--- config.mk ---
export PLATFORM = sky130hd
export DESIGN_NAME = mul_div_unit
export DESIGN_NICKNAME = d
export VERILOG_FILES = /design/src/rtl/mul_div_unit.sv
export SDC_FILE = /design/constraint.sdc
export NUM_CORES = 1
export LEC_CHECK = 0
export CAP_MARGIN = 20
export CORE_MARGIN = 3
export CORE_UTILIZATION = 40
export CTS_BUF_LIST = sky130_fd_sc_hd__clkbuf_2
export DETAILED_ROUTE_END_ITERATION = 8
export SYNTH_ARGS = -nofsm -noshare
export SYNTH_HDL_FRONTEND = slang
export SYNTH_SLANG_ARGS = --single-unit
--- constraint.sdc ---
create_clock -name clk -period 3.2 [get_ports clk]
set_input_delay 0.48 -clock clk [delete_from_list [all_inputs] [get_ports clk]]
set_output_delay 0.48 -clock clk [all_outputs]
set_load 0.005 [all_outputs]
--- src/rtl/mul_div_unit.sv ---
// mul_div_unit: iterative RV32M multiply/divide unit.
//
// Runs the eight M-extension ops (funct3 on `op`). Multiplies use a radix-2
// shift-add datapath and divides a restoring shift-subtract. Both work on
// operand magnitudes and apply sign correction in a single FIX cycle.
// Divide-by-zero and signed DIV overflow skip iteration and go straight to
// DONE.
//
// Handshakes (valid/ready):
//   - A transfer happens on a rising edge where valid && ready are both high.
//   - Once valid is raised, the producer holds it and its data until the
//     transfer.
//   - The input side is ready only in IDLE, and an op offered with flush is
//     refused.
//   - The output side holds out_valid and result until out_ready is seen.
//
// Ports:
//   clk, rst_n        clock; asynchronous active-low reset
//   flush             synchronous kill of any in-flight or held op
//   in_valid/in_ready operand handshake (ready only in IDLE)
//   op                funct3: MUL, MULH, MULHSU, MULHU, DIV, DIVU, REM, REMU
//   operand_a/b       rs1 / rs2 values
//   out_valid/ready   result handshake
//   result            registered result
//   busy              high in any state except IDLE
//   dbg_state         current FSM state (0 IDLE, 1 CALC, 2 FIX, 3 DONE)
module mul_div_unit #(
    parameter int DataWidth = 32
) (
    input  logic                 clk,
    input  logic                 rst_n,
    input  logic                 flush,
    input  logic                 in_valid,
    output logic                 in_ready,
    input  logic [2:0]           op,
    input  logic [DataWidth-1:0] operand_a,
    input  logic [DataWidth-1:0] operand_b,
    output logic                 out_valid,
    input  logic                 out_ready,
    output logic [DataWidth-1:0] result,
    output logic                 busy,
    output logic [1:0]           dbg_state
);
    localparam int CntW = $clog2(DataWidth);

    typedef enum logic [1:0] {
        S_IDLE = 2'd0,
        S_CALC = 2'd1,
        S_FIX  = 2'd2,
        S_DONE = 2'd3
    } state_t;

    state_t state_q, state_d;

    logic [2:0]           op_q;
    logic [DataWidth-1:0] b_mag_q;
    // Multiply: {hi, lo} is the product register; lo starts as the multiplier.
    // Divide: hi is the partial remainder; lo starts as the dividend and
    // collects quotient bits as they come out.
    logic [DataWidth-1:0] hi_q, lo_q;
    logic [CntW-1:0]      cnt_q;
    logic                 neg_res_q, neg_rem_q;
    logic [DataWidth-1:0] result_q;

    // ---------------- operand decode ----------------
    logic                 a_signed, b_signed, a_neg, b_neg;
    logic [DataWidth-1:0] a_mag, b_mag;
    logic                 div_zero, div_ovf, fast;
    logic [DataWidth-1:0] fast_result;
    logic                 accept;

    assign a_signed = (op == 3'b001) || (op == 3'b010) || (op == 3'b100) || (op == 3'b110);
    assign b_signed = (op == 3'b001) || (op == 3'b100) || (op == 3'b110);
    assign a_neg    = a_signed && operand_a[DataWidth-1];
    assign b_neg    = b_signed && operand_b[DataWidth-1];
    assign a_mag    = a_neg ? (~operand_a + 1'b1) : operand_a;
    assign b_mag    = b_neg ? (~operand_b + 1'b1) : operand_b;

    assign div_zero = op[2] && (operand_b == '0);
    // Only the signed divide ops (op[0] == 0) can overflow.
    assign div_ovf  = op[2] && !op[0] && (operand_b == '1) &&
                      (operand_a == {1'b1, {(DataWidth-1){1'b0}}});
    assign fast     = div_zero || div_ovf;

    always_comb begin
        fast_result = '0;
        if (div_zero) fast_result = op[1] ? operand_a : '1;
        else if (div_ovf) fast_result = op[1] ? '0 : operand_a;
    end

    assign accept = in_valid && in_ready && !flush;

    // ---------------- iteration step ----------------
    logic [DataWidth:0]   mul_sum, div_shift, div_diff;
    logic                 div_ge;

    assign mul_sum   = {1'b0, hi_q} + (lo_q[0] ? {1'b0, b_mag_q} : '0);
    assign div_shift = {hi_q, lo_q[DataWidth-1]};
    assign div_diff  = div_shift - {1'b0, b_mag_q};
    // The partial remainder is always below the divisor, so the borrow bit
    // alone tells whether the trial subtraction fits.
    assign div_ge    = !div_diff[DataWidth];

    // ---------------- sign fix / output select ----------------
    logic [2*DataWidth-1:0] prod_fix;
    logic [DataWidth-1:0]   quot_fix, rem_fix, fix_result;

    assign prod_fix = neg_res_q ? (~{hi_q, lo_q} + 1'b1) : {hi_q, lo_q};
    assign quot_fix = neg_res_q ? (~lo_q + 1'b1) : lo_q;
    assign rem_fix  = neg_rem_q ? (~hi_q + 1'b1) : hi_q;

    always_comb begin
        fix_result = '0;
        case (op_q)
            3'b000:                 fix_result = prod_fix[DataWidth-1:0];
            3'b001, 3'b010, 3'b011: fix_result = prod_fix[2*DataWidth-1:DataWidth];
            3'b100, 3'b101:         fix_result = quot_fix;
            default:                fix_result = rem_fix;
        endcase
    end

    // ---------------- FSM ----------------
    always_ff @(posedge clk or negedge rst_n) begin
        if (!rst_n) state_q <= S_IDLE;
        else        state_q <= state_d;
    end

    always_comb begin
        state_d = state_q;
        case (state_q)
            S_IDLE: if (accept) state_d = fast ? S_DONE : S_CALC;
            S_CALC: if (cnt_q == CntW'(DataWidth - 1)) state_d = S_FIX;
            S_FIX:  state_d = S_DONE;
            S_DONE: if (out_ready) state_d = S_IDLE;
            default: state_d = S_IDLE;
        endcase
        if (flush) state_d = S_IDLE;
    end

    // ---------------- datapath ----------------
    always_ff @(posedge clk or negedge rst_n) begin
        if (!rst_n) begin
            op_q      <= '0;
            b_mag_q   <= '0;
            hi_q      <= '0;
            lo_q      <= '0;
            cnt_q     <= '0;
            neg_res_q <= 1'b0;
            neg_rem_q <= 1'b0;
            result_q  <= '0;
        end else begin
            case (state_q)
                S_IDLE: begin
                    if (accept) begin
                        op_q      <= op;
                        b_mag_q   <= b_mag;
                        hi_q      <= '0;
                        lo_q      <= a_mag;
                        cnt_q     <= '0;
                        neg_res_q <= a_neg ^ b_neg;
                        neg_rem_q <= a_neg;
                        if (fast) result_q <= fast_result;
                    end
                end
                S_CALC: begin
                    if (!flush) begin
                        cnt_q <= cnt_q + 1'b1;
                        if (!op_q[2]) begin
                            {hi_q, lo_q} <= {mul_sum, lo_q[DataWidth-1:1]};
                        end else begin
                            hi_q <= div_ge ? div_diff[DataWidth-1:0] : div_shift[DataWidth-1:0];
                            lo_q <= {lo_q[DataWidth-2:0], div_ge};
                        end
                    end else begin
                        cnt_q <= '0;
                    end
                end
                S_FIX: if (!flush) result_q <= fix_result;
                default: ;
            endcase
        end
    end

    assign in_ready  = (state_q == S_IDLE);
    assign out_valid = (state_q == S_DONE);
    assign busy      = (state_q != S_IDLE);
    assign result    = result_q;
    assign dbg_state = state_q;

endmodule

* Word-level counts from Yosys, hierarchy flattened
Index checks and enable logic that the tools add are counted.
** Word-level totals
- Logic and storage cells :: 108
- Bits in read-only memories :: 0
- Output and inout bits :: 37
- Flip-flop bits (word level) :: 140
- RAM bits :: 0
- Bits in latches :: 0
- Memories kept :: 0
- Bits of input ports :: 72
** Operators by class
- Divide/modulo/power cells :: 0
- Muxes and demuxes :: 33
- Multiply operators :: 0
- Bitwise logic cells :: 6
- Magnitude comparators :: 0
- Shift-type cells :: 0
- Add/sub/neg operators :: 8
- Reduce and logical (&&, ||, !) cells :: 30
- Eq/ne operators :: 22
** Operators with widths (count)
- $mux W32 :: 19
- $pmux W32 S2 :: 3
- $add A32 B1 Y32 const B :: 4
- $not A32 Y32 :: 4
- $pmux W32 S3 :: 1
- $add A64 B1 Y64 const B :: 1
- $eq A32 B32 Y1 const B :: 2
- $mux W64 :: 1
- $not A64 Y64 :: 1
- $add A32 B32 Y33 :: 1
- $sub A33 B32 Y33 :: 1
- $logic_not A32 Y1 :: 1
- $eq A3 B3 Y1 const B :: 4
- $mux W2 :: 5
- $mux W5 :: 2
- $pmux W5 S2 :: 1
- $eq A3 B2 Y1 const B :: 3
- $logic_and A1 B1 Y1 :: 8
- $pmux W2 S4 :: 1
- $eq A3 B1 Y1 const B :: 2
- $logic_or A1 B1 Y1 :: 6
- $ne A3 B2 Y1 const B :: 2
- $reduce_and A3 Y1 :: 2
- $reduce_bool A2 Y1 :: 3
- 15 further kinds :: 21

* Longest topological paths before layout
Gate-level depths: netlist of the first run.
- Word-level depth :: 9
- Gate-level depth with buffers :: 16
- Mapped depth without buffers :: 13

* Least setup slack after synthesis of the first run
OpenSTA, ideal clock, no wires.
- Kind :: register to register
- Start point :: register lo_q[0]
- End point :: register hi_q[24]
- Library setup time :: 0.126 ns
- Period minus slack after synthesis :: 3.473 ns
- Data required time :: 3.074 ns
- Arrival :: 3.347 ns
- Cell stages (with the launch flop) :: 16
- Slack :: -0.273 ns
- Buffers on the path :: 3
- Path through :: dfrtp_1 clkbuf_1 inv_1 clkbuf_1 nor2_1 ha_1 clkbuf_1 a21o_1 a211o_1 nor2_1 nand3_1 a41oi_1 nor2_1 a2111oi_0 xnor2_1 a221o_1
** On the way
- Longest elaborated chain between the ends :: 5
** RTL lines
- from (decl) :: line 60 : logic [DataWidth-1:0] hi_q, lo_q;
- from (signal assigned) :: line 158 : lo_q <= a_mag;
- from (signal assigned) :: line 169 : {hi_q, lo_q} <= {mul_sum, lo_q[DataWidth-1:1]};
- from (signal assigned) :: line 172 : lo_q <= {lo_q[DataWidth-2:0], div_ge};
- $mux W32 :: line 97 : assign mul_sum = {1'b0, hi_q} + (lo_q[0] ? {1'b0, b_mag_q} : '0);
- $add A32 B32 Y33 :: line 97
- $mux W32 :: line 168 : if (!op_q[2]) begin
- $mux W32 :: line 166 : if (!flush) begin
- $pmux W32 S2 :: line 152 : case (state_q)
- to (signal assigned) :: line 169
- to (signal assigned) :: line 171 : hi_q <= div_ge ? div_diff[DataWidth-1:0] : div_shift[DataWidth-1:0];
- to (decl) :: line 60
Every way passes these cells. The select of a mux whose other input is x is not followed.
A chain may end at the register's enable or synchronous reset.

* Worst setup path after layout of the first run
- Start point :: register lo_q[31]
- End point :: register hi_q[3]
** On the way
- Longest elaborated chain between the ends :: 5
** RTL lines
- $sub A33 B32 Y33 :: line 99 : assign div_diff = div_shift - {1'b0, b_mag_q};
- $mux W32 :: line 171
- $mux W32 :: line 168
- $mux W32 :: line 166
- $pmux W32 S2 :: line 152
Every way passes these cells. The select of a mux whose other input is x is not followed.

==> results.cfg, run 1 <==
[status]
status = finished, violations left
violations = negative setup slack

[floorplanning]
die_h_um = 196
initial_utilization = 0.411
ios = 109
die_w_um = 196
row_count = 68
core_um2 = 35000
dieArea_um2 = 38200

[routing]
drc = 0
viasPerCell = 5.88
route.met3.wl_um = 4200
drt_iter0_drc = 1689
post_drt_wl_per_cell_um = 20.9
wl_met1_um = 26300
drt_pass1_iterations = 7
drtAntennaViolNets = 0
drt-total-wl_um = 57300
wl_met2_um = 25600
num_vias = 16100
routed.top_layer = met4

[place]
hpwl_um = 44300
placed_area_um2 = 18100
dp_slack_ps = -465
finalWeightedCongestion = 0.985
port_buffers = 108
place_inst = 2673

[global_routing]
grt_pass1_wl_um = 88500
antenna_found_initial = 2
grt_usage = 0.291
grt_pass1_vias = 15300
grt-ovfl-total = 0
grt_max_degree = 71

[final_layout]
stdcell_area_um2 = 19200
fillers = 3332
final_cell_mix = buf_4, nand2_1, o21ai_0
ff_latch_area_um2 = 3510
fin_nets = 2418
layout.cells.non_filler = 2739
multi_input_area_um2 = 10600
drive_gt1_frac = 0.230
syn_to_final_growth_pct = 33.5
final_common_cell = buf_4

[critical_path]
endpoint_kind = register
startpoint_type = register
crit_type = register to register
crit_arrival_ps = 3950
cp_max_fo = 7
cp.required_ps = 3910

[clock_tree]
cts_tree = yes
clock-root-buffer = clkbuf_2
cts_buffer_depth = 2
h-tree-depth = 4
clkTransAtPathRegs_ps = 270
numClockSinks = 140
cts_made_buffers = 17
insertion_delay_ps = 860

[synthesis]
synth_mux_area_frac = 0.0428
synth_nets = 2051
synthAdderAreaFrac = 0.0681
synth_ff_type = dfrtp_1
ys_seq_area_frac = 0.244
yosys_warnings = 0
synth_top_family_by_area = compound AO/OA/AOI/OAI gates
ys_seq_elements = 140
avgSynthCellArea_um2 = 7.56
syn_area_um2 = 14400
syn_inst = 1902
synth_cell_types = 84
synth_compound_area_frac = 0.271
synth-edff-count = 0
async_reset_ff_frac = 1.00
synthSimpleGateAreaFrac = 0.209
synthXorXnorAreaFrac = 0.109

[power_and_ir_drop]
powerDensity_nw_per_um2 = 1160
p_leak_nw = 8.44
total_power_w = 0.0223
vdd_drop_max_v = 0.000626
p_switching_w = 0.0115
power_frac_comb = 0.800
internal_power_w = 0.0108
switching_share = 0.517
pwr-share-seq = 0.142
clockPowerShare = 0.057

[sta]
rsz0062_at_grt = yes
setup_viol = 14
finalClockSkew_ps = 63.0
hold_viol = 0
fin_tns_setup_ps = -329
maxSlewHeadroom = 0.508
fin_crit_sh = 1.01
worst_pin_slew_ps = 738
fin_crit_ps = 3250
max_freq_ghz = 0.308
setup_ws_ps = -45.1
slew_viol_final = 0

[worst_hold_path]
hold_path_class = input pin to async pin

[job]
drv_cap = 0
==> kinds of logic (layout without fill, tap and decap cells) <==
logic type	count (synthesis)	after routing
simple gates	636	636
compound gates	615	615
fa+ha+maj	77	77
flops	140	140
buf+inv	195	574
other cells	0	2
xor+xnor	178	179
mux	61	61
==> synthesized netlist by cell type, types with 29 or more instances <==
cell	instances	area [um^2]
a21o_1	29	218
a21oi_1	111	556
clkbuf_1	99	372
dfrtp_1	140	3500
ha_1	75	938
inv_1	65	244
mux2i_1	57	571
nand2_1	245	920
nand4_1	39	244
nor2_1	157	589
nor3_1	37	185
o21ai_0	227	1140
o31ai_1	42	315
xnor2_1	110	963
xor2_1	67	587
==> routing by layer <==
metal | vias up | global-route usage
li1 | 7636 | -
met1 | 7732 | 0.424
met2 | 674 | 0.453
met3 | 73 | 0.0421
met4 | 0 | 0.0724
met5 | - | 0
==> flip-flops by register name, summed over array words and instances, names as in the netlist <==
name / cells
hi_q: 32
cnt_q: 5
result: 32
b_mag_q: 32
neg_rem_q: 1
neg_res_q: 1
op_q: 3
lo_q: 32
dbg_state: 2
==> worst max-delay path, stage by stage (launching register included) <==
cell and delay (ps):
dfrtp_1 430, inv_2 60, ha_4 170, fa_2 400, nor2b_2 130, o31ai_1 70, buf_4 170, a211oi_4 340
or3_4 210, a31oi_4 80, buf_6 170, xnor2_4 180, buf_12 160, buf_8 130, buf_12 130, mux2i_1 180
o21ai_1 70
==> cell type report <==
class	count	area share
well taps	455	0.0297
diodes	2	0.000261
inverters	66	0.0131
multi-input cells	1568	0.551
flip-flops and latches	140	0.183
clock inverters	15	0.00965
clock buffers	17	0.00443
repair buffers	476	0.209
==> final timing paths <==
path | startpoint | end | slack (ps) | depth (start not counted)
min in group clk | flush | dbg_state[1] | 240 | 2
max reg2reg | lo_q[31] | hi_q[3] | -50 | 16
max in group asynchronous | rst_n | b_mag_q[11] | 2240 | 3
min | rst_n | lo_q[5] | 160 | 2
max | lo_q[31] | hi_q[3] | -50 | 16
min reg2reg | b_mag_q[20] | b_mag_q[20] | 520 | 2
==> repair_timing <==
item	in CTS	in global routing
resized for setup	48	80
gates cloned	1	1
endpoints found under the hold margin	64	0
setup buffers	13	17
hold buffers	1	0
setup endpoints to repair	45	59
pin swaps	15	44
==> per-stage QoR <==
stage | utilization | hold WS [ps]
finish | 0.549 | 165
global route | 0.549 | 163
CTS | 0.535 | 159
detailed placement | 0.518 | 467
global placement | 0.518 | 464
floorplan | - | 184
==> power by group through the flow <==
stage,combinational (W),clock [W],sequential (W)
2_1_floorplan,0.00963,0,0.00303
3_3_place_gp,0.0158,0,0.00314
3_5_place_dp,0.0158,0,0.00317
4_1_cts,0.0166,0.00130,0.00314
5_1_grt,0.0193,0.00137,0.00326
6_report,0.0179,0.00128,0.00317
(Power assumes the default switching activity.)
==> inputs of run 2 (changes only) <==
SLEW_MARGIN = 20   (was not set)
==> results of run 2 <==
The final DEF is identical to that of run 1; final timing and power are the same.
==> inputs of run 3 (changes only) <==
CELL_PAD_IN_SITES_DETAIL_PLACEMENT = 0   (was not set)
CELL_PAD_IN_SITES_GLOBAL_PLACEMENT = 1   (was not set)
CORE_MARGIN = 2   (was 3)
PLACE_DENSITY_LB_ADDON = 0.1   (was not set)
REMOVE_ABC_BUFFERS = 1   (was not set)
==> run 3 against run 2 <==
The flow now finishes without violations; sequential share of layout area decreased by 0.24 points; fmax is 2.4% higher; clock skew down 13 ps; sequential cell count unchanged; sequential power is 2% lower; hold slack lost 22 ps; combinational power decreased by 3%; first-iteration DRC count fell by 38%; design area grew 1.4%; critical endpoint is now hi_q[4].
==> results.cfg, run 3 (synthesized netlist as in run 1, its figures left out) <==
[clock_tree]
clkTransAtPathRegs_ps = 250
insertion_delay_ps = 890
clock-root-buffer = clkbuf_2
numClockSinks = 140
cts_buffer_depth = 2
cts_tree = yes
h-tree-depth = 4
cts_made_buffers = 17

[global_routing]
grt_pass1_wl_um = 85900
antenna_found_initial = 1
grt_usage = 0.289
grt_max_degree = 71
grt_pass1_vias = 15400
grt-ovfl-total = 0

[sta]
rsz0062_at_grt = yes
slew_viol_final = 0
maxSlewHeadroom = 0.453
worst_pin_slew_ps = 811
fin_crit_ps = 3170
hold_viol = 0
setup_viol = 0
max_freq_ghz = 0.316
setup_ws_ps = 31.1
fin_tns_setup_ps = 0
fin_crit_sh = 0.990
finalClockSkew_ps = 49.7

[routing]
drtAntennaViolNets = 0
post_drt_wl_per_cell_um = 20.2
drt-total-wl_um = 55400
viasPerCell = 5.77
num_vias = 15800
drt_iter0_drc = 1048
drc = 0
drt_pass1_iterations = 7

[place]
dp_slack_ps = -587
hpwl_um = 42800
port_buffers = 108
finalWeightedCongestion = 0.941

[worst_hold_path]
hold_path_class = input pin to async pin

[critical_path]
cp.required_ps = 4000
endpoint_kind = register
crit_arrival_ps = 3970
crit_family = simple AND/OR/NAND/NOR gates
crit_type = register to register
crit_path_top_delay_cell = or4_4
crit_top_cell = buf_4
cp_max_fo = 11
max_stage_delay_ps = 550
startpoint_type = register
crit_chain = buf_4 > ha_1 > nand2_1 > or4_4 > a211oi_4 > or3_4 > a31oi_4 > xnor2_4 > buf_4 > clkbuf_16 > nor2b_1 > a31oi_1 > o21ai_0
path_buf_inv = 3

[final_layout]
ff_latch_area_um2 = 3510
multi_input_area_um2 = 10800
syn_to_final_growth_pct = 35.3
fin_nets = 2410
final_cell_mix = buf_4, nand2_1, o21ai_0
final_common_cell = buf_4
drive_gt1_frac = 0.240
fillers = 3379

[floorplanning]
die_h_um = 194
row_count = 69
initial_utilization = 0.405
core_um2 = 35500
dieArea_um2 = 37500
ios = 109
die_w_um = 194

[power_and_ir_drop]
powerDensity_nw_per_um2 = 1130
total_power_w = 0.0220
vdd_drop_max_v = 0.000675
p_leak_nw = 8.42

[job]
drv_cap = 0

[status]
status = finished, final reports clean
-- run 3: cell count changes in the layout (fill, tap and decap cells not counted), sizes merged --
cell      previous run  this run
buf                367       360
bufinv               3         7
clkbuf              18        20
clkinv               5         4
clkinvlp             2         3
diode                2         1
inv                 71        65
xnor2              112       111
-- run 3: layout make-up --
cell class	instances	area share
tap	461	0.0297
sequential	140	0.180
multi-input combinational	1567	0.554
timing repair buffer	469	0.205
clock buffer	19	0.00489
inverter	66	0.0127
clock inverter	13	0.0126
antenna	1	0.000129
-- run 3: power by group --
group / switching [W] / total [W] / internal [W]
combinational: 0.00977 / 0.0174 / 0.00764
clock: 0.000772 / 0.00152 / 0.000747
sequential: 0.000668 / 0.00312 / 0.00245
total: 0.0112 / 0.0220 / 0.0108
-- run 3: what timing repair did --
item	CTS	global route
buffers inserted	3	21
setup endpoints to repair	42	51
pin swaps	18	59
hold buffers	1	0
cloned	0	1
gates resized for setup	40	132
endpoints found under the hold margin	63	0
-- run 3: path summary, 6_finish.rpt --
kind                        startpoint  depth (start not counted)            to  slack, ps
hold reg to reg            b_mag_q[30]                          2   b_mag_q[30]        510
setup reg to reg              hi_q[12]                         13       hi_q[4]         30
setup / recovery              hi_q[12]                         13       hi_q[4]         30
max in group asynchronous        rst_n                          3      hi_q[18]       2260
hold / removal                   rst_n                          2       lo_q[7]        140
min in group clk                 flush                          2  dbg_state[1]        260
-- run 3: per-stage QoR --
| step | util | cell area [um^2] | cells | hold slack [ps] |
|---|---|---|---|---|
| 6_report | 0.548 | 19400 | 2736 | 142 |
| 3_3_place_gp | 0.512 | 18200 | 2681 | 460 |
| 2_1_floorplan | - | 13800 | 1773 | 184 |
| 3_5_place_dp | 0.512 | 18200 | 2681 | 470 |
| 4_1_cts | 0.527 | 18700 | 2717 | 90.1 |
| 5_1_grt | 0.548 | 19400 | 2736 | 149 |
-- run 3: layer usage --
metal | vias up | wire length [um] | track usage
met5 | - | 0 | 0
met4 | 0 | 2130 | 0.121
met3 | 110 | 2900 | 0.0363
met2 | 529 | 26000 | 0.480
met1 | 7500 | 24300 | 0.379
li1 | 7638 | - | -
